## src/rtl/dc_fu_axi_read_responder_if.sv

```systemverilog
// AXI4 read-channel (AR + R) bundle between the fetching-unit DMA and the read responder.
interface dc_fu_axi_read_responder_if #(
  parameter int unsigned AXI_ARADDR_WIDTH = 32,
  parameter int unsigned READ_DATA_SIZE   = 1
);
  localparam int unsigned DATA_W = 8 * (2 ** READ_DATA_SIZE);

  logic                        axi_arvalid;
  logic                        axi_arready;
  logic [AXI_ARADDR_WIDTH-1:0] axi_araddr;
  logic [7:0]                  axi_arlen;
  logic                        axi_rvalid;
  logic                        axi_rready;
  logic [DATA_W-1:0]           axi_rdata;
  logic [1:0]                  axi_rresp;
  logic                        axi_rlast;

  modport master (
    output axi_arvalid, axi_araddr, axi_arlen, axi_rready,
    input  axi_arready, axi_rvalid, axi_rdata, axi_rresp, axi_rlast
  );

  modport slave (
    input  axi_arvalid, axi_araddr, axi_arlen, axi_rready,
    output axi_arready, axi_rvalid, axi_rdata, axi_rresp, axi_rlast
  );
endinterface

```

## src/rtl/dc_fu_axi_read_responder.sv

```systemverilog
// AXI4 read responder: queues incrementing bursts and streams R beats from a
// synchronous-read local memory, flagging beats beyond the memory span as SLVERR.
module dc_fu_axi_read_responder #(
  parameter int unsigned AXI_ARADDR_WIDTH = 32,
  parameter int unsigned READ_DATA_SIZE   = 1,
  parameter int unsigned MEM_ADDR_WIDTH   = 12,
  parameter int unsigned AR_QUEUE_DEPTH   = 2
) (
  input  logic                                clk,
  input  logic                                nrst,
  dc_fu_axi_read_responder_if.slave           axi,
  output logic                                mem_rd_en,
  output logic [MEM_ADDR_WIDTH-1:0]           mem_rd_addr,
  input  logic [8*(2**READ_DATA_SIZE)-1:0]    mem_rd_data
);
  localparam int unsigned DATA_W     = 8 * (2 ** READ_DATA_SIZE);
  localparam int unsigned BEAT_BYTES = 2 ** READ_DATA_SIZE;
  localparam int unsigned TOP_BIT    = MEM_ADDR_WIDTH + READ_DATA_SIZE;
  localparam int unsigned QPTR_W     = $clog2(AR_QUEUE_DEPTH);
  localparam int unsigned QCNT_W     = $clog2(AR_QUEUE_DEPTH + 1);

  typedef enum logic {S_IDLE, S_BURST} state_t;

  // AR queue
  logic [AXI_ARADDR_WIDTH-1:0] q_addr [AR_QUEUE_DEPTH];
  logic [7:0]                  q_len  [AR_QUEUE_DEPTH];
  logic [QPTR_W-1:0]           q_wr_ptr, q_rd_ptr;
  logic [QCNT_W-1:0]           q_cnt;
  logic                        q_push, q_pop, q_empty;
  logic [AXI_ARADDR_WIDTH-1:0] head_addr;
  logic [7:0]                  head_len;

  // burst engine
  state_t                      state_q, state_d;
  logic [AXI_ARADDR_WIDTH-1:0] addr_q, addr_d;
  logic [7:0]                  rem_q, rem_d;
  logic                        issue, issue_ok, beat_last, beat_ok;
  logic [AXI_ARADDR_WIDTH-1:0] beat_addr;

  // in-flight stage and R output buffer
  logic              infl_valid, infl_err, infl_last;
  logic [DATA_W-1:0] buf_data [2];
  logic              buf_err  [2];
  logic              buf_last [2];
  logic              buf_wr_ptr, buf_rd_ptr;
  logic [1:0]        buf_cnt;
  logic [1:0]        pending;
  logic              r_pop;

  assign q_empty          = (q_cnt == '0);
  assign axi.axi_arready  = nrst && (q_cnt != QCNT_W'(AR_QUEUE_DEPTH));
  assign q_push           = axi.axi_arvalid && axi.axi_arready;
  assign head_addr        = q_addr[q_rd_ptr];
  assign head_len         = q_len[q_rd_ptr];

  always_ff @(posedge clk) begin
    if (!nrst) begin
      q_wr_ptr <= '0;
      q_rd_ptr <= '0;
      q_cnt    <= '0;
    end else begin
      if (q_push) q_wr_ptr <= q_wr_ptr + QPTR_W'(1);
      if (q_pop)  q_rd_ptr <= q_rd_ptr + QPTR_W'(1);
      case ({q_push, q_pop})
        2'b10:   q_cnt <= q_cnt + QCNT_W'(1);
        2'b01:   q_cnt <= q_cnt - QCNT_W'(1);
        default: q_cnt <= q_cnt;
      endcase
    end
  end

  // Queue payload needs no reset; the count guards every read.
  always_ff @(posedge clk) begin
    if (q_push) begin
      q_addr[q_wr_ptr] <= axi.axi_araddr & ~AXI_ARADDR_WIDTH'(BEAT_BYTES - 1);
      q_len[q_wr_ptr]  <= axi.axi_arlen;
    end
  end

  // Occupancy counts buffered plus in-flight beats; a same-cycle R pop frees a slot.
  assign r_pop    = axi.axi_rvalid && axi.axi_rready;
  assign pending  = buf_cnt + 2'(infl_valid);
  assign issue_ok = nrst && ((pending < 2'd2) || ((pending == 2'd2) && r_pop));

  always_ff @(posedge clk) begin
    if (!nrst) begin
      state_q <= S_IDLE;
      addr_q  <= '0;
      rem_q   <= '0;
    end else begin
      state_q <= state_d;
      addr_q  <= addr_d;
      rem_q   <= rem_d;
    end
  end

  // addr_q/rem_q hold the next beat to issue and the beats left after it.
  always_comb begin
    state_d   = state_q;
    addr_d    = addr_q;
    rem_d     = rem_q;
    issue     = 1'b0;
    q_pop     = 1'b0;
    beat_addr = addr_q;
    beat_last = (rem_q == 8'd0);
    case (state_q)
      S_IDLE: begin
        if (!q_empty && issue_ok) begin
          q_pop     = 1'b1;
          issue     = 1'b1;
          beat_addr = head_addr;
          beat_last = (head_len == 8'd0);
          addr_d    = head_addr + AXI_ARADDR_WIDTH'(BEAT_BYTES);
          rem_d     = head_len - 8'd1;
          if (head_len != 8'd0) state_d = S_BURST;
        end
      end
      S_BURST: begin
        if (issue_ok) begin
          issue = 1'b1;
          if (rem_q != 8'd0) begin
            addr_d = addr_q + AXI_ARADDR_WIDTH'(BEAT_BYTES);
            rem_d  = rem_q - 8'd1;
          end else if (!q_empty) begin
            q_pop  = 1'b1;
            addr_d = head_addr;
            rem_d  = head_len;
          end else begin
            state_d = S_IDLE;
          end
        end
      end
      default: state_d = S_IDLE;
    endcase
  end

  assign beat_ok     = ((beat_addr >> TOP_BIT) == '0);
  assign mem_rd_en   = issue && beat_ok;
  assign mem_rd_addr = beat_addr[TOP_BIT-1:READ_DATA_SIZE];

  always_ff @(posedge clk) begin
    if (!nrst) begin
      infl_valid <= 1'b0;
      infl_err   <= 1'b0;
      infl_last  <= 1'b0;
    end else begin
      infl_valid <= issue;
      infl_err   <= issue && !beat_ok;
      infl_last  <= issue && beat_last;
    end
  end

  // Two-entry R buffer; the in-flight beat lands here as memory data arrives.
  always_ff @(posedge clk) begin
    if (!nrst) begin
      for (int i = 0; i < 2; i++) begin
        buf_data[i] <= '0;
        buf_err[i]  <= 1'b0;
        buf_last[i] <= 1'b0;
      end
      buf_wr_ptr <= 1'b0;
      buf_rd_ptr <= 1'b0;
      buf_cnt    <= 2'd0;
    end else begin
      if (infl_valid) begin
        buf_data[buf_wr_ptr] <= infl_err ? '0 : mem_rd_data;
        buf_err[buf_wr_ptr]  <= infl_err;
        buf_last[buf_wr_ptr] <= infl_last;
        buf_wr_ptr           <= ~buf_wr_ptr;
      end
      if (r_pop) buf_rd_ptr <= ~buf_rd_ptr;
      case ({infl_valid, r_pop})
        2'b10:   buf_cnt <= buf_cnt + 2'd1;
        2'b01:   buf_cnt <= buf_cnt - 2'd1;
        default: buf_cnt <= buf_cnt;
      endcase
    end
  end

  assign axi.axi_rvalid = (buf_cnt != 2'd0);
  assign axi.axi_rdata  = buf_data[buf_rd_ptr];
  assign axi.axi_rresp  = buf_err[buf_rd_ptr] ? 2'b10 : 2'b00;
  assign axi.axi_rlast  = buf_last[buf_rd_ptr];

endmodule

```

## src/flat_wrapper.sv

```systemverilog
// flat-port wrapper written by rule: the top's interface ports become plain ports
module dc_fu_axi_read_responder_flat 
#(
  parameter int unsigned AXI_ARADDR_WIDTH = 32,
  parameter int unsigned READ_DATA_SIZE   = 1,
  parameter int unsigned MEM_ADDR_WIDTH   = 12,
  parameter int unsigned AR_QUEUE_DEPTH   = 2
)
  (clk, nrst, mem_rd_en, mem_rd_addr, mem_rd_data, axi_axi_arvalid, axi_axi_araddr, axi_axi_arlen, axi_axi_rready, axi_axi_arready, axi_axi_rvalid, axi_axi_rdata, axi_axi_rresp, axi_axi_rlast);
  dc_fu_axi_read_responder_if #(.AXI_ARADDR_WIDTH(AXI_ARADDR_WIDTH), .READ_DATA_SIZE(READ_DATA_SIZE)) axi_i ();
  input  logic clk;
  input  logic nrst;
  output logic mem_rd_en;
  output logic [MEM_ADDR_WIDTH-1:0] mem_rd_addr;
  input  logic [8*(2**READ_DATA_SIZE)-1:0] mem_rd_data;
  input wire logic [$bits(axi_i.axi_arvalid)-1:0] axi_axi_arvalid;
  input wire logic [$bits(axi_i.axi_araddr)-1:0] axi_axi_araddr;
  input wire logic [$bits(axi_i.axi_arlen)-1:0] axi_axi_arlen;
  input wire logic [$bits(axi_i.axi_rready)-1:0] axi_axi_rready;
  output wire logic [$bits(axi_i.axi_arready)-1:0] axi_axi_arready;
  output wire logic [$bits(axi_i.axi_rvalid)-1:0] axi_axi_rvalid;
  output wire logic [$bits(axi_i.axi_rdata)-1:0] axi_axi_rdata;
  output wire logic [$bits(axi_i.axi_rresp)-1:0] axi_axi_rresp;
  output wire logic [$bits(axi_i.axi_rlast)-1:0] axi_axi_rlast;
  assign axi_i.axi_arvalid = axi_axi_arvalid;
  assign axi_i.axi_araddr = axi_axi_araddr;
  assign axi_i.axi_arlen = axi_axi_arlen;
  assign axi_i.axi_rready = axi_axi_rready;
  assign axi_axi_arready = axi_i.axi_arready;
  assign axi_axi_rvalid = axi_i.axi_rvalid;
  assign axi_axi_rdata = axi_i.axi_rdata;
  assign axi_axi_rresp = axi_i.axi_rresp;
  assign axi_axi_rlast = axi_i.axi_rlast;
  dc_fu_axi_read_responder #(.AXI_ARADDR_WIDTH(AXI_ARADDR_WIDTH), .READ_DATA_SIZE(READ_DATA_SIZE), .MEM_ADDR_WIDTH(MEM_ADDR_WIDTH), .AR_QUEUE_DEPTH(AR_QUEUE_DEPTH)) u_core (.clk(clk), .nrst(nrst), .axi(axi_i), .mem_rd_en(mem_rd_en), .mem_rd_addr(mem_rd_addr), .mem_rd_data(mem_rd_data));
endmodule
```

## config.mk

```make
export PLATFORM = sky130hd
export DESIGN_NAME = dc_fu_axi_read_responder_flat
export DESIGN_NICKNAME = d
export VERILOG_FILES = /design/src/rtl/dc_fu_axi_read_responder_if.sv /design/src/rtl/dc_fu_axi_read_responder.sv /design/src/flat_wrapper.sv
export SDC_FILE = /design/constraint.sdc
export NUM_CORES = 1
export LEC_CHECK = 0
export BUFFER_PORTS_ARGS = -buffer_cell sky130_fd_sc_hd__buf_2
export CORE_MARGIN = 4
export CORE_UTILIZATION = 60
export DETAILED_ROUTE_END_ITERATION = 8
export GPL_TIMING_DRIVEN = 0
export PLACE_DENSITY = 0.93
export SYNTH_ARGS = -nofsm -noshare
export SYNTH_HDL_FRONTEND = slang
export SYNTH_SLANG_ARGS = --single-unit
```

## constraint.sdc

```tcl
create_clock -name clk -period 4.5 [get_ports clk]
set_clock_uncertainty 0.05 [all_clocks]
set_input_delay 0.45 -clock clk [delete_from_list [all_inputs] [get_ports clk]]
set_output_delay 0.45 -clock clk [all_outputs]
set_load 0.05 [all_outputs]
```

==> summary.txt, run 1 <==
Timing
  – Summed negative setup slack over all endpoints: 0 ns
  – Number of max-slew violations in the final report: 0
  – Remaining max-slew budget at the tightest pin: 0.507
  – Final hold viol count: 0
  – Final Cycle Share: 0.876
  – Transition time of the tightest slew-check pin: 0.739 ns
  – Maximum frequency from static timing analysis: about 250 MHz
  – Hold Worst Slack: between 0.1 and 0.15 ns
  – Slack of the critical path: 0.558 ns
  – Unrepaired setup endpoints after global routing: false
  – Final setup violating endpoints: 0
  – Clock period minus final worst setup slack: between 3 and 4 ns

Logic synthesis
  – Largest family of logic cells by synthesized area: simple AND/OR/NAND/NOR gates
  – Proportion of synthesized area in mux cells: 0.0731
  – Number of warnings reported in the yosys synthesis log: 0
  – Post-synthesis compound-gate area fraction: 0.144
  – Post-Synth Simple-Gate Area: 0.204
  – Commonest cells post-synth: 110 x sky130_fd_sc_hd__edfxtp_1, 103 x sky130_fd_sc_hd__nand2_1, 84 x sky130_fd_sc_hd__nor2_1
  – Combined area of all synthesized cells: approximately 0.0094 mm2
  – Yosys top cell area share: 0.351
  – Number of enable flip-flop cells after synthesis: between 100 and 150
  – Post-synthesis net count: a little under 1,000
  – Post-synthesis xor/xnor area fraction: 0.0531
  – Cell taking the most area after synthesis: sky130_fd_sc_hd__edfxtp_1
  – Syn avg cell area: 10.2 um2
  – Top cells by area, synth: sky130_fd_sc_hd__edfxtp_1 35%, sky130_fd_sc_hd__dfxtp_1 12%, sky130_fd_sc_hd__nand2_1 4.1%, sky130_fd_sc_hd__mux2_2 3.5%, sky130_fd_sc_hd__nor2_1 3.4%
  – Top_reg_cell synth: sky130_fd_sc_hd__edfxtp_1
  – Sequential share of the synthesized area: 0.473
  – Unique cell type count in the Yosys netlist: 84
  – Async set-or-reset flop fraction in the synthesized netlist: 0
  – Post-synthesis register bit count: 167
  – Number of instances in the synthesized netlist: a little over 900
  – Most instantiated library cell after synthesis: sky130_fd_sc_hd__edfxtp_1
  – Adder and majority cell fraction of the synthesized area: 0.0106

Global route
  – Largest net degree at the start of global routing: 22
  – Antenna violations before repair: 0
  – Vias in the first global route: between 8,000 and 9,000
  – Global router's overall resource usage: 0.296
  – Wire length of the first global-routing pass: slightly above 40,000 um
  – Total global routing overflow: 0

Die
  – Core box area: about 0.015 mm2
  – Count of standard-cell rows: between 40 and 50
  – Ports: 94
  – Chip Width: ~130 um
  – Die Ht: around 130 um
  – Initial core utilization: 0.616
  – DIE AREA: 0.0177 mm2

Setup path
  – Required time at the endpoint of the critical path: 4.00 ns
  – Critical path fanouts, max: 10
  – CP Launch Type: flip-flop
  – Setup CP Type: flip-flop to primary output
  – Nature of the critical path endpoint: primary output
  – Worst EP arrival: 3.44 ns

Clock network
  – TritonCTS clock tree: built
  – CTS hold repair buffers: 0
  – Post-CTS sizing: 0
  – Clock transition at the register clock pins on the worst setup and hold paths after CTS: 0.07 ns
  – Insertion delay of the later-clocked pin in the worst-skew pair: approximately 0.44 ns
  – Buffer cell driving the clock tree root: sky130_fd_sc_hd__clkbuf_16
  – H-tree depth: 4
  – Clock Sink Count: between 150 and 200
  – Post-CTS Setup Repair Bufs: 0
  – Max clock buf depth: 2
  – TritonCTS Buffers: 17

Placement
  – Port Buf Inserts: 90
  – Placed cell area: 0.0102 mm2
  – Cells after DPL: 1,224
  – Setup slack at placement: roughly 1.0 ns
  – Placer congestion estimate: a little under 1
  – Sum of net half-perimeters after detailed placement: approximately 19,000 um

Layout
  – Post-layout net count: about 1,100
  – Cell area after layout: 0.0108 mm2
  – Filler cell count in the final layout: 1,072
  – Area growth from synthesis to layout: 14.6%
  – Layout cells sized above 1: 0.215
  – Non-filler cells, final: ~1,300
  – Antenna diode count: 0

Job
  – Max-cap violations: 0

Drt
  – Wirelength per Cell: roughly 21 um
  – Overall routed net length: ~27,000 um
  – DRC viols: 0
  – Post-route ant nets: 0
  – First-pass detailed-route iteration total: 6
  – DR vias: approximately 8,300
  – 1st-iter DRT viols: 1,137
  – Via density per instance: ~6.6

Worst hold path
  – Path class of the lowest-slack min-delay path: input pin to flip-flop

Pwr
  – Areal power density over the cells: about 680 mW/mm2
  – Leakage power summed over all cells: between 3 and 4 nW
  – Worst vdd ir: slightly below 400 uV

Status
  – Run status: complete, no violations
==> metrics by stage <==
step / total power [mW] / util
2_1_floorplan: 4.76 / -
3_5_place_dp: 5.70 / 0.667
4_1_cts: 7.17 / 0.706
5_1_grt: 7.60 / 0.706
6_report: 7.28 / 0.706
3_3_place_gp: 5.61 / 0.663
==> cell usage in the layout, fill, tap and decap left out, types with 20 or more instances in the layout <==
cell type,instances
sky130_fd_sc_hd__nand3_1,42
sky130_fd_sc_hd__edfxtp_1,110
sky130_fd_sc_hd__nor3_1,20
sky130_fd_sc_hd__mux2i_1,27
sky130_fd_sc_hd__o21ai_0,58
sky130_fd_sc_hd__buf_2,105
sky130_fd_sc_hd__nor2_1,83
sky130_fd_sc_hd__xnor2_1,36
sky130_fd_sc_hd__mux2_2,29
sky130_fd_sc_hd__nand2_1,103
sky130_fd_sc_hd__a21oi_1,42
sky130_fd_sc_hd__dfxtp_1,57
sky130_fd_sc_hd__nand4_1,20
sky130_fd_sc_hd__xor2_1,21
sky130_fd_sc_hd__clkbuf_1,28
==> cell families after synthesis <==
kind of cell	Yosys count
AO/OA/AOI/OAI	201
XOR/XNOR	57
adder cells (fa/ha/maj)	8
buffers and inverters	70
flip-flops	167
multiplexers	62
other	1
AND/OR/NAND/NOR	355
==> final timing paths <==
check / slack (ns) / depth (start not counted) / startpoint / endpoint
hold / removal: 0.14 / 1 / axi_axi_arlen[7] / u_core.q_len[1][7]
setup / recovery: 0.56 / 9 / u_core.buf_cnt[0] / mem_rd_addr[11]
hold reg to reg: 0.42 / 2 / u_core.infl_last / u_core.buf_last[1]
setup reg to reg: 0.90 / 13 / flip-flop / u_core.addr_q[31]
==> sequential cells by signal, summed over array words and instances (netlist names), 2 cells and up, named ones only <==
register and cells:
u_core.buf_last 2, u_core.buf_data 32, u_core.q_cnt 2, u_core.q_addr 62
u_core.addr_q 31, u_core.rem_q 8, u_core.buf_cnt 2, u_core.q_len 16
u_core.buf_err 2
==> layout make-up <==
cell class,instances,area (um2),share of cell area
Multi-Input combinational cell,684,4560,0.424
Sequential cell,167,4440,0.413
Timing Repair Buffer,92,505,0.0469
Clock buffer,19,433,0.0402
Buffer,56,350,0.0325
Tap cell,211,264,0.0245
Clock inverter,13,159,0.0148
Inverter,14,52.6,0.00488
==> power breakdown <==
group / internal (mW) / total, mW / switching [mW]
Sequential: 1.93 / 2.22 / 0.289
Clock: 0.835 / 1.47 / 0.638
Combinational: 1.17 / 3.59 / 2.42
==> critical path, stage by stage, from the launching register on <==
cell                       delay, ns
sky130_fd_sc_hd__dfxtp_1        0.43
sky130_fd_sc_hd__ha_1           0.27
sky130_fd_sc_hd__nand3b_1       0.25
sky130_fd_sc_hd__a221oi_4       0.50
sky130_fd_sc_hd__o21ai_1        0.18
sky130_fd_sc_hd__buf_2          0.27
sky130_fd_sc_hd__nor2_1         0.53
sky130_fd_sc_hd__nand2_1        0.09
sky130_fd_sc_hd__o21ai_0        0.15
sky130_fd_sc_hd__buf_2          0.32
==> metal layers <==
layer / wire length, um / GRT usage / share of wire
met5: 0 / 0 / 0
met4: 1680 / 0.175 / 0.063
met3: 2970 / 0.0725 / 0.11
met2: 12300 / 0.475 / 0.46
met1: 9590 / 0.363 / 0.36
No activity file was read; power rests on OpenSTA's default activity.
==> inputs of run 2 (changes only) <==
--- a/config.mk
+++ b/config.mk
@@ -7,10 +7,10 @@
 export LEC_CHECK = 0
 export BUFFER_PORTS_ARGS = -buffer_cell sky130_fd_sc_hd__buf_2
 export CORE_MARGIN = 4
-export CORE_UTILIZATION = 60
+export CORE_UTILIZATION = 53
 export DETAILED_ROUTE_END_ITERATION = 8
 export GPL_TIMING_DRIVEN = 0
-export PLACE_DENSITY = 0.93
+export PLACE_DENSITY = 0.85
 export SYNTH_ARGS = -nofsm -noshare
 export SYNTH_HDL_FRONTEND = slang
 export SYNTH_SLANG_ARGS = --single-unit
==> run 2 against run 1 <==
  * Design area fell by 0.21%
  * First-iteration DRC count down 28%
  * Flip-flop and latch count did not move
  * Largest cell class unchanged
==> summary.txt, run 2 (synthesized netlist as in run 1, its figures left out) <==
Pwr
  – Fraction of power consumed by sequential logic: 0.309 (was 0.305)
  – Cell internal pwr: 3.87 mW (was 3.94 mW)
  – Switching power share of the total: 0.461 (was 0.459)
  – Net switching component of the power: 3.31 mW (was 3.34 mW)
  – Worst vdd ir: 401 uV (was 390 uV)
  – Leakage power summed over all cells: 3.88 nW (was 3.90 nW)
  – Areal power density over the cells: 668 mW/mm2 (was 676 mW/mm2)
  – Clock network fraction of design power: 0.194 (was 0.202)
  – Comb pwr share: 0.497 (was 0.493)

Die
  – Initial core utilization: 0.542 (was 0.616)
  – Count of standard-cell rows: 48 (was 45)
  – Ports: 94 (unchanged)
  – Core box area: 0.0174 mm2 (was 0.0153 mm2)
  – DIE AREA: 0.0199 mm2 (was 0.0177 mm2)
  – Die Ht: 141 um (was 133 um)
  – Chip Width: 141 um (was 133 um)

Timing
  – Final Cycle Share: 0.878 (was 0.876)
  – Maximum frequency from static timing analysis: 253 MHz (was 254 MHz)
  – Remaining max-slew budget at the tightest pin: 0.487 (was 0.507)
  – Clock period minus final worst setup slack: 3.95 ns (was 3.94 ns)
  – Number of max-slew violations in the final report: 0 (unchanged)
  – Final hold viol count: 0 (unchanged)
  – Slack of the critical path: 0.548 ns (was 0.558 ns)
  – Transition time of the tightest slew-check pin: 0.763 ns (was 0.739 ns)
  – Final setup violating endpoints: 0 (unchanged)
  – Unrepaired setup endpoints after global routing: false (unchanged)
  – Summed negative setup slack over all endpoints: 0 ns (unchanged)

Layout
  – Max reg flops: 62 (unchanged)
  – Cell area after layout: 0.0108 mm2 (about the same)
  – Most frequent cells in the layout: 110 x sky130_fd_sc_hd__edfxtp_1, 105 x sky130_fd_sc_hd__buf_2, 103 x sky130_fd_sc_hd__nand2_1 (unchanged)
  – Largest registers: u_core.q_addr x62, u_core.buf_data x32, u_core.addr_q x31 (unchanged)
  – Antenna diode count: 0 (unchanged)
  – Filler cell count in the final layout: 1,400 (was 1,072)
  – Layout cells sized above 1: 0.214 (was 0.215)
  – Area growth from synthesis to layout: 14.3% (was 14.6%)
  – Post-layout net count: 1,100 (unchanged)
  – Register containing the most flip-flops in the final layout: u_core.q_addr (unchanged)
  – Leading cell type in the layout, fill and taps excluded: sky130_fd_sc_hd__edfxtp_1 (unchanged)

Setup path
  – Largest stage delay on the critical path: 0.57 ns (was 0.53 ns)
  – Critical-path cell list: ha_1 -> nand3b_1 -> a221oi_4 -> o21ai_1 -> buf_2 -> nor2_1 -> nand2_1 -> o21ai_0 -> buf_2 (unchanged)
  – Logic depth of the worst path, buffers included: 9 (unchanged)
  – Worst EP arrival: 3.45 ns (was 3.44 ns)
  – WP buf/inv: 2 (unchanged)
  – Depth of the worst register-to-register path: 14 (was 13)
  – Critical-path top delay cell: sky130_fd_sc_hd__nor2_1 (unchanged)
  – Critical path fanouts, max: 10 (unchanged)
  – CP Launch Type: flip-flop (unchanged)
  – Top cell family by delay on the critical path: simple AND/OR/NAND/NOR gates (unchanged)
  – Worst Setup SP: u_core.buf_cnt[0] (unchanged)
  – Cell seen most often among critical-path stages: sky130_fd_sc_hd__buf_2 (unchanged)
  – Nature of the critical path endpoint: primary output (unchanged)
  – Required time at the endpoint of the critical path: 4.00 ns (about the same)
  – Setup CP Type: flip-flop to primary output (unchanged)

Drt
  – Amount of wire on met2 after detailed routing: 12,100 um (was 12,300 um)
  – Wirelength per Cell: 20.5 um (was 21.1 um)
  – Top Layer Used: met4 (unchanged)
  – DR vias: 8,164 (was 8,289)
  – DRC viols: 0 (unchanged)
  – Post-route ant nets: 0 (unchanged)
  – First-pass detailed-route iteration total: 5 (was 6)
  – Via density per instance: 6.43 (was 6.60)
  – 1st-iter DRT viols: 816 (was 1,137)
  – Wire length on met1: 10,300 um (was 9590 um)
  – Overall routed net length: 26,000 um (was 26,500 um)
  – Metal3 WL: 2510 um (was 2970 um)

Placement
  – Placed cell area: 0.0102 mm2 (about the same)
  – Setup slack at placement: 1.02 ns (was 1.05 ns)
  – Sum of net half-perimeters after detailed placement: 18,400 um (was 18,500 um)
  – Placer congestion estimate: 1.03 (was 0.974)
  – Port Buf Inserts: 90 (unchanged)

Clock network
  – Buffer cell driving the clock tree root: sky130_fd_sc_hd__clkbuf_16 (unchanged)
  – Max clock buf depth: 2 (unchanged)
  – CTS hold repair buffers: 0 (unchanged)
  – H-tree depth: 4 (unchanged)
  – Insertion delay of the later-clocked pin in the worst-skew pair: 0.44 ns (about the same)
  – TritonCTS clock tree: built (unchanged)
  – TritonCTS Buffers: 17 (unchanged)
  – Post-CTS Setup Repair Bufs: 0 (unchanged)
  – Post-CTS sizing: 0 (unchanged)
  – Clock transition at the register clock pins on the worst setup and hold paths after CTS: 0.06 ns (was 0.07 ns)
  – Clock Sink Count: 167 (unchanged)

Global route
  – Largest net degree at the start of global routing: 22 (unchanged)
  – Antenna violations before repair: 0 (unchanged)
  – Total global routing overflow: 0 (unchanged)
  – Wire length of the first global-routing pass: 41,000 um (was 41,500 um)
  – Vias in the first global route: 7,961 (was 8,069)
  – Global router's overall resource usage: 0.260 (was 0.296)

Worst hold path
  – Path class of the lowest-slack min-delay path: input pin to flip-flop (unchanged)
  – Hold Path Stages: 1 (unchanged)
  – Worst Min Path Start: axi_axi_araddr[11] (was axi_axi_arlen[7])

Status
  – Run status: complete, no violations (unchanged)

Job
  – Max-cap violations: 0 (unchanged)
[run 2: cell count changes in the layout (fill, tap and decap cells not counted), sizes merged]
cell | previous run | this run
bufinv | 2 | 1
clkinvlp | 2 | 3
clkinv | 3 | 6
inv | 20 | 18
clkbuf | 46 | 45
[run 2: final cells by class]
class                           count  area, um2  share of cell area
Tap cell                          225        282              0.0262
Multi-Input combinational cell    684       4560               0.425
Inverter                           14       52.6             0.00489
Clock buffer                       18        429              0.0399
Timing Repair Buffer               92        505              0.0470
Buffer                             56        350              0.0326
Clock inverter                     14        123              0.0114
Sequential cell                   167       4440               0.413
[run 2: worst register-to-register path: cells and delay by family, from the launching register on]
kind                       cells  cell delay [ns]
adders and majority gates      1             0.20
and+or+nand+nor                2             0.55
buffers and inverters          7             1.04
muxes                          2             0.57
DFF                            1             0.39
AOI/OAI and AO/OA              2             0.69
[run 2: final timing paths]
kind / slack, ns / to
worst max register to register: 0.94 / u_core.addr_q[31]
worst min-delay path: 0.15 / u_core.q_addr[0][10]
worst min register to register: 0.43 / u_core.buf_last[1]
worst max-delay path: 0.55 / mem_rd_addr[11]
[run 2: power groups by stage]
stage	registers [mW]	logic (mW)	clock network (mW)
global placement	2.22	3.39	0
finish	2.22	3.57	1.39
CTS	2.20	3.49	1.39
detailed placement	2.23	3.47	0
floorplan	2.16	2.60	0
global route	2.25	3.81	1.46
[run 2: per-stage QoR]
stage / cells / utilization / hold slack, ns / power [mW]
2_1_floorplan: 921 / - / 0.396 / 4.76
3_3_place_gp: 1236 / 0.584 / 0.407 / 5.62
3_5_place_dp: 1238 / 0.588 / 0.419 / 5.70
4_1_cts: 1270 / 0.619 / 0.144 / 7.09
5_1_grt: 1270 / 0.619 / 0.143 / 7.52
6_report: 1270 / 0.619 / 0.150 / 7.18
[run 2: routing by layer]
layer,up-vias,GRT usage
li1,3662,-
met2,519,0.420
met5,-,0
met3,89,0.0529
met4,0,0.121
met1,3894,0.337
==> inputs of run 3 (changes only) <==
--- a/config.mk
+++ b/config.mk
@@ -10,7 +10,7 @@
 export CORE_UTILIZATION = 53
 export DETAILED_ROUTE_END_ITERATION = 8
 export GPL_TIMING_DRIVEN = 0
-export PLACE_DENSITY = 0.85
+export PLACE_DENSITY = 0.73
 export SYNTH_ARGS = -nofsm -noshare
 export SYNTH_HDL_FRONTEND = slang
 export SYNTH_SLANG_ARGS = --single-unit
==> run 3 against run 2 <==
  * Critical path depth unchanged
  * Routed wire length fell by 0.98%
  * Flip-flop and latch count did not move
  * Hold slack improved by 0.0013 ns
  * Core utilization barely moved
  * Count of clock-buffer cells in the layout decreased by 1
  * Non-clock buffer count did not move
  * Sequential power is essentially flat
  * Clock power hardly changed
  * Critical endpoint unchanged
  * Maximum frequency up 1.6%
  * Total power shrank 0.26%
==> summary.txt, run 3 (synthesized netlist as in run 1, its figures left out) <==
Job
  – Max-cap violations: 0 (unchanged)

Worst hold path
  – Hold Path Stages: 1 (unchanged)
  – Path class of the lowest-slack min-delay path: input pin to flip-flop (unchanged)
  – Worst Min Path Start: axi_axi_araddr[13] (was axi_axi_araddr[11])
  – Hold worst-path end: u_core.q_addr[1][12] (was u_core.q_addr[0][10])

Timing
  – Unrepaired setup endpoints after global routing: false (unchanged)
  – Number of max-slew violations in the final report: 0 (unchanged)
  – Maximum frequency from static timing analysis: 257 MHz (was 253 MHz)
  – Final hold viol count: 0 (unchanged)
  – Clock period minus final worst setup slack: 3.89 ns (was 3.95 ns)
  – Final setup violating endpoints: 0 (unchanged)
  – Transition time of the tightest slew-check pin: 0.753 ns (was 0.763 ns)
  – Remaining max-slew budget at the tightest pin: 0.498 (was 0.487)
  – Final Cycle Share: 0.865 (was 0.878)
  – Summed negative setup slack over all endpoints: 0 ns (unchanged)
  – Slack of the critical path: 0.609 ns (was 0.548 ns)

Setup path
  – Largest stage delay on the critical path: 0.52 ns (was 0.57 ns)
  – Worst EP arrival: 3.39 ns (was 3.45 ns)
  – CP Launch Type: flip-flop (unchanged)
  – Required time at the endpoint of the critical path: 4.00 ns (about the same)
  – Cell seen most often among critical-path stages: sky130_fd_sc_hd__buf_2 (unchanged)
  – Setup CP Type: flip-flop to primary output (unchanged)
  – Critical-path cell list: ha_1 -> nand3b_1 -> a221oi_4 -> o21ai_1 -> buf_2 -> nor2_1 -> nand2_1 -> o21ai_0 -> buf_2 (unchanged)
  – Minimum setup slack among reg-to-reg paths: 0.93 ns (was 0.94 ns)
  – Critical path fanouts, max: 10 (unchanged)
  – Critical-path top delay cell: sky130_fd_sc_hd__a221oi_4 (was sky130_fd_sc_hd__nor2_1)
  – Nature of the critical path endpoint: primary output (unchanged)
  – Reg-to-reg critical path endpoint: u_core.addr_q[31] (unchanged)
  – Depth of the worst register-to-register path: 14 (unchanged)

Clock network
  – Post-CTS sizing: 0 (unchanged)
  – TritonCTS clock tree: built (unchanged)
  – CTS hold repair buffers: 0 (unchanged)
  – Clock transition at the register clock pins on the worst setup and hold paths after CTS: 0.07 ns (was 0.06 ns)
  – Insertion delay of the later-clocked pin in the worst-skew pair: 0.43 ns (was 0.44 ns)
  – TritonCTS Buffers: 17 (unchanged)
  – Max clock buf depth: 2 (unchanged)
  – H-tree depth: 4 (unchanged)
  – Buffer cell driving the clock tree root: sky130_fd_sc_hd__clkbuf_16 (unchanged)
  – Clock Sink Count: 167 (unchanged)
  – Post-CTS Setup Repair Bufs: 0 (unchanged)

Drt
  – First-pass detailed-route iteration total: 5 (unchanged)
  – Overall routed net length: 25,700 um (was 26,000 um)
  – Wirelength per Cell: 20.3 um (was 20.5 um)
  – Via density per instance: 6.14 (was 6.43)
  – DRC viols: 0 (unchanged)
  – Post-route ant nets: 0 (unchanged)
  – DR vias: 7,801 (was 8,164)
  – 1st-iter DRT viols: 830 (was 816)

Die
  – Initial core utilization: 0.542 (unchanged)
  – Die Ht: 141 um (unchanged)
  – Chip Width: 141 um (unchanged)
  – Ports: 94 (unchanged)
  – DIE AREA: 0.0199 mm2 (unchanged)
  – Core box area: 0.0174 mm2 (unchanged)
  – Count of standard-cell rows: 48 (unchanged)

Placement
  – Placer congestion estimate: 1.03 (about the same)
  – Setup slack at placement: 1.03 ns (was 1.02 ns)
  – Sum of net half-perimeters after detailed placement: 18,400 um (about the same)
  – Port Buf Inserts: 90 (unchanged)
  – Cells after DPL: 1,238 (unchanged)

Layout
  – Filler cell count in the final layout: 1,453 (was 1,400)
  – Post-layout net count: 1,100 (unchanged)
  – Leading cell type in the layout, fill and taps excluded: sky130_fd_sc_hd__edfxtp_1 (unchanged)
  – Footprint of the multi-input gates: 0.00456 mm2 (unchanged)
  – Most frequent cells in the layout: 110 x sky130_fd_sc_hd__edfxtp_1, 105 x sky130_fd_sc_hd__buf_2, 103 x sky130_fd_sc_hd__nand2_1 (unchanged)
  – Antenna diode count: 0 (unchanged)
  – Layout cells sized above 1: 0.215 (was 0.214)
  – Area growth from synthesis to layout: 14.4% (was 14.3%)
  – Register containing the most flip-flops in the final layout: u_core.q_addr (unchanged)
  – Non-filler cells, final: 1,270 (unchanged)
  – Max reg flops: 62 (unchanged)
  – Largest registers: u_core.q_addr x62, u_core.buf_data x32, u_core.addr_q x31 (unchanged)
  – Sequential standard cell area: 0.00444 mm2 (unchanged)

Global route
  – Global router's overall resource usage: 0.261 (was 0.260)
  – Met2 GRT Util: 0.410 (was 0.420)
  – Total global routing overflow: 0 (unchanged)
  – Most heavily used metal layer in global routing: met2 (unchanged)
  – Vias in the first global route: 7,595 (was 7,961)
  – Antenna violations before repair: 0 (unchanged)
  – Wire length of the first global-routing pass: 40,700 um (was 41,000 um)
  – Global Route met3 Usage: 0.0543 (was 0.0529)
  – GRT met1 Usage: 0.343 (was 0.337)
  – Largest net degree at the start of global routing: 21 (was 22)

Pwr
  – Areal power density over the cells: 666 mW/mm2 (was 668 mW/mm2)
  – Leakage power summed over all cells: 3.88 nW (about the same)
  – Worst vdd ir: 470 uV (was 401 uV)

Status
  – Run status: complete, no violations (unchanged)
run 3: cell count changes in the layout (fill, tap and decap cells not counted):
cell                         previous run  this run
sky130_fd_sc_hd__clkinvlp_4             3         5
sky130_fd_sc_hd__clkinv_4               1         2
sky130_fd_sc_hd__clkbuf_1              27        26
sky130_fd_sc_hd__inv_6                  5         3
run 3: per-stage QoR:
| stage | hold WS, ns | instance area (um2) | power (mW) | util |
|---|---|---|---|---|
| 5_1_grt | 0.140 | 10800 | 7.55 | 0.620 |
| 4_1_cts | 0.147 | 10800 | 7.11 | 0.620 |
| 6_report | 0.151 | 10800 | 7.16 | 0.620 |
| 3_3_place_gp | 0.405 | 10100 | 5.69 | 0.584 |
| 2_1_floorplan | 0.396 | 9400 | 4.76 | - |
| 3_5_place_dp | 0.416 | 10200 | 5.73 | 0.588 |
run 3: where the power goes:
group	total [mW]	internal, mW	switching [mW]	leakage, nW
logic	3.56	1.17	2.39	2.11
clock network	1.39	0.761	0.626	0.257
registers	2.21	1.93	0.280	1.52
total	7.16	3.87	3.29	3.88
run 3: metal layers:
layer / wire (um) / up-vias
met4: 1190 / 0
met1: 10800 / 3695
met2: 11600 / 364
met5: 0 / -
li1: - / 3662
met3: 2140 / 80
run 3: worst max-delay path by stage:
stage,from,end,slack (ns),depth (start not counted)
2_1_floorplan,nrst,u_core.q_addr[0][0],0.28,6
3_5_place_dp,flip-flop,u_core.addr_q[31],1.03,13
3_3_place_gp,nrst,u_core.q_addr[0][11],-0.33,6
6_report,u_core.buf_cnt[0],mem_rd_addr[11],0.61,9
5_1_grt,u_core.buf_cnt[0],mem_rd_addr[11],0.33,9
4_1_cts,u_core.buf_cnt[0],mem_rd_addr[11],0.64,9
run 3: final cells by class:
cell class / count / area share
Buffer: 56 / 0.0326
Clock buffer: 17 / 0.0396
Multi-Input combinational cell: 684 / 0.424
Timing Repair Buffer: 92 / 0.0470
Tap cell: 225 / 0.0262
Clock inverter: 15 / 0.0120
Inverter: 14 / 0.00489
Sequential cell: 167 / 0.413
run 3: critical path: cells and delay by family, from the launching register on:
family	cells	cell delay, ns
and+or+nand+nor	3	0.84
adders and majority gates	1	0.27
buffers and inverters	2	0.58
DFF	1	0.42
AOI/OAI and AO/OA	3	0.85
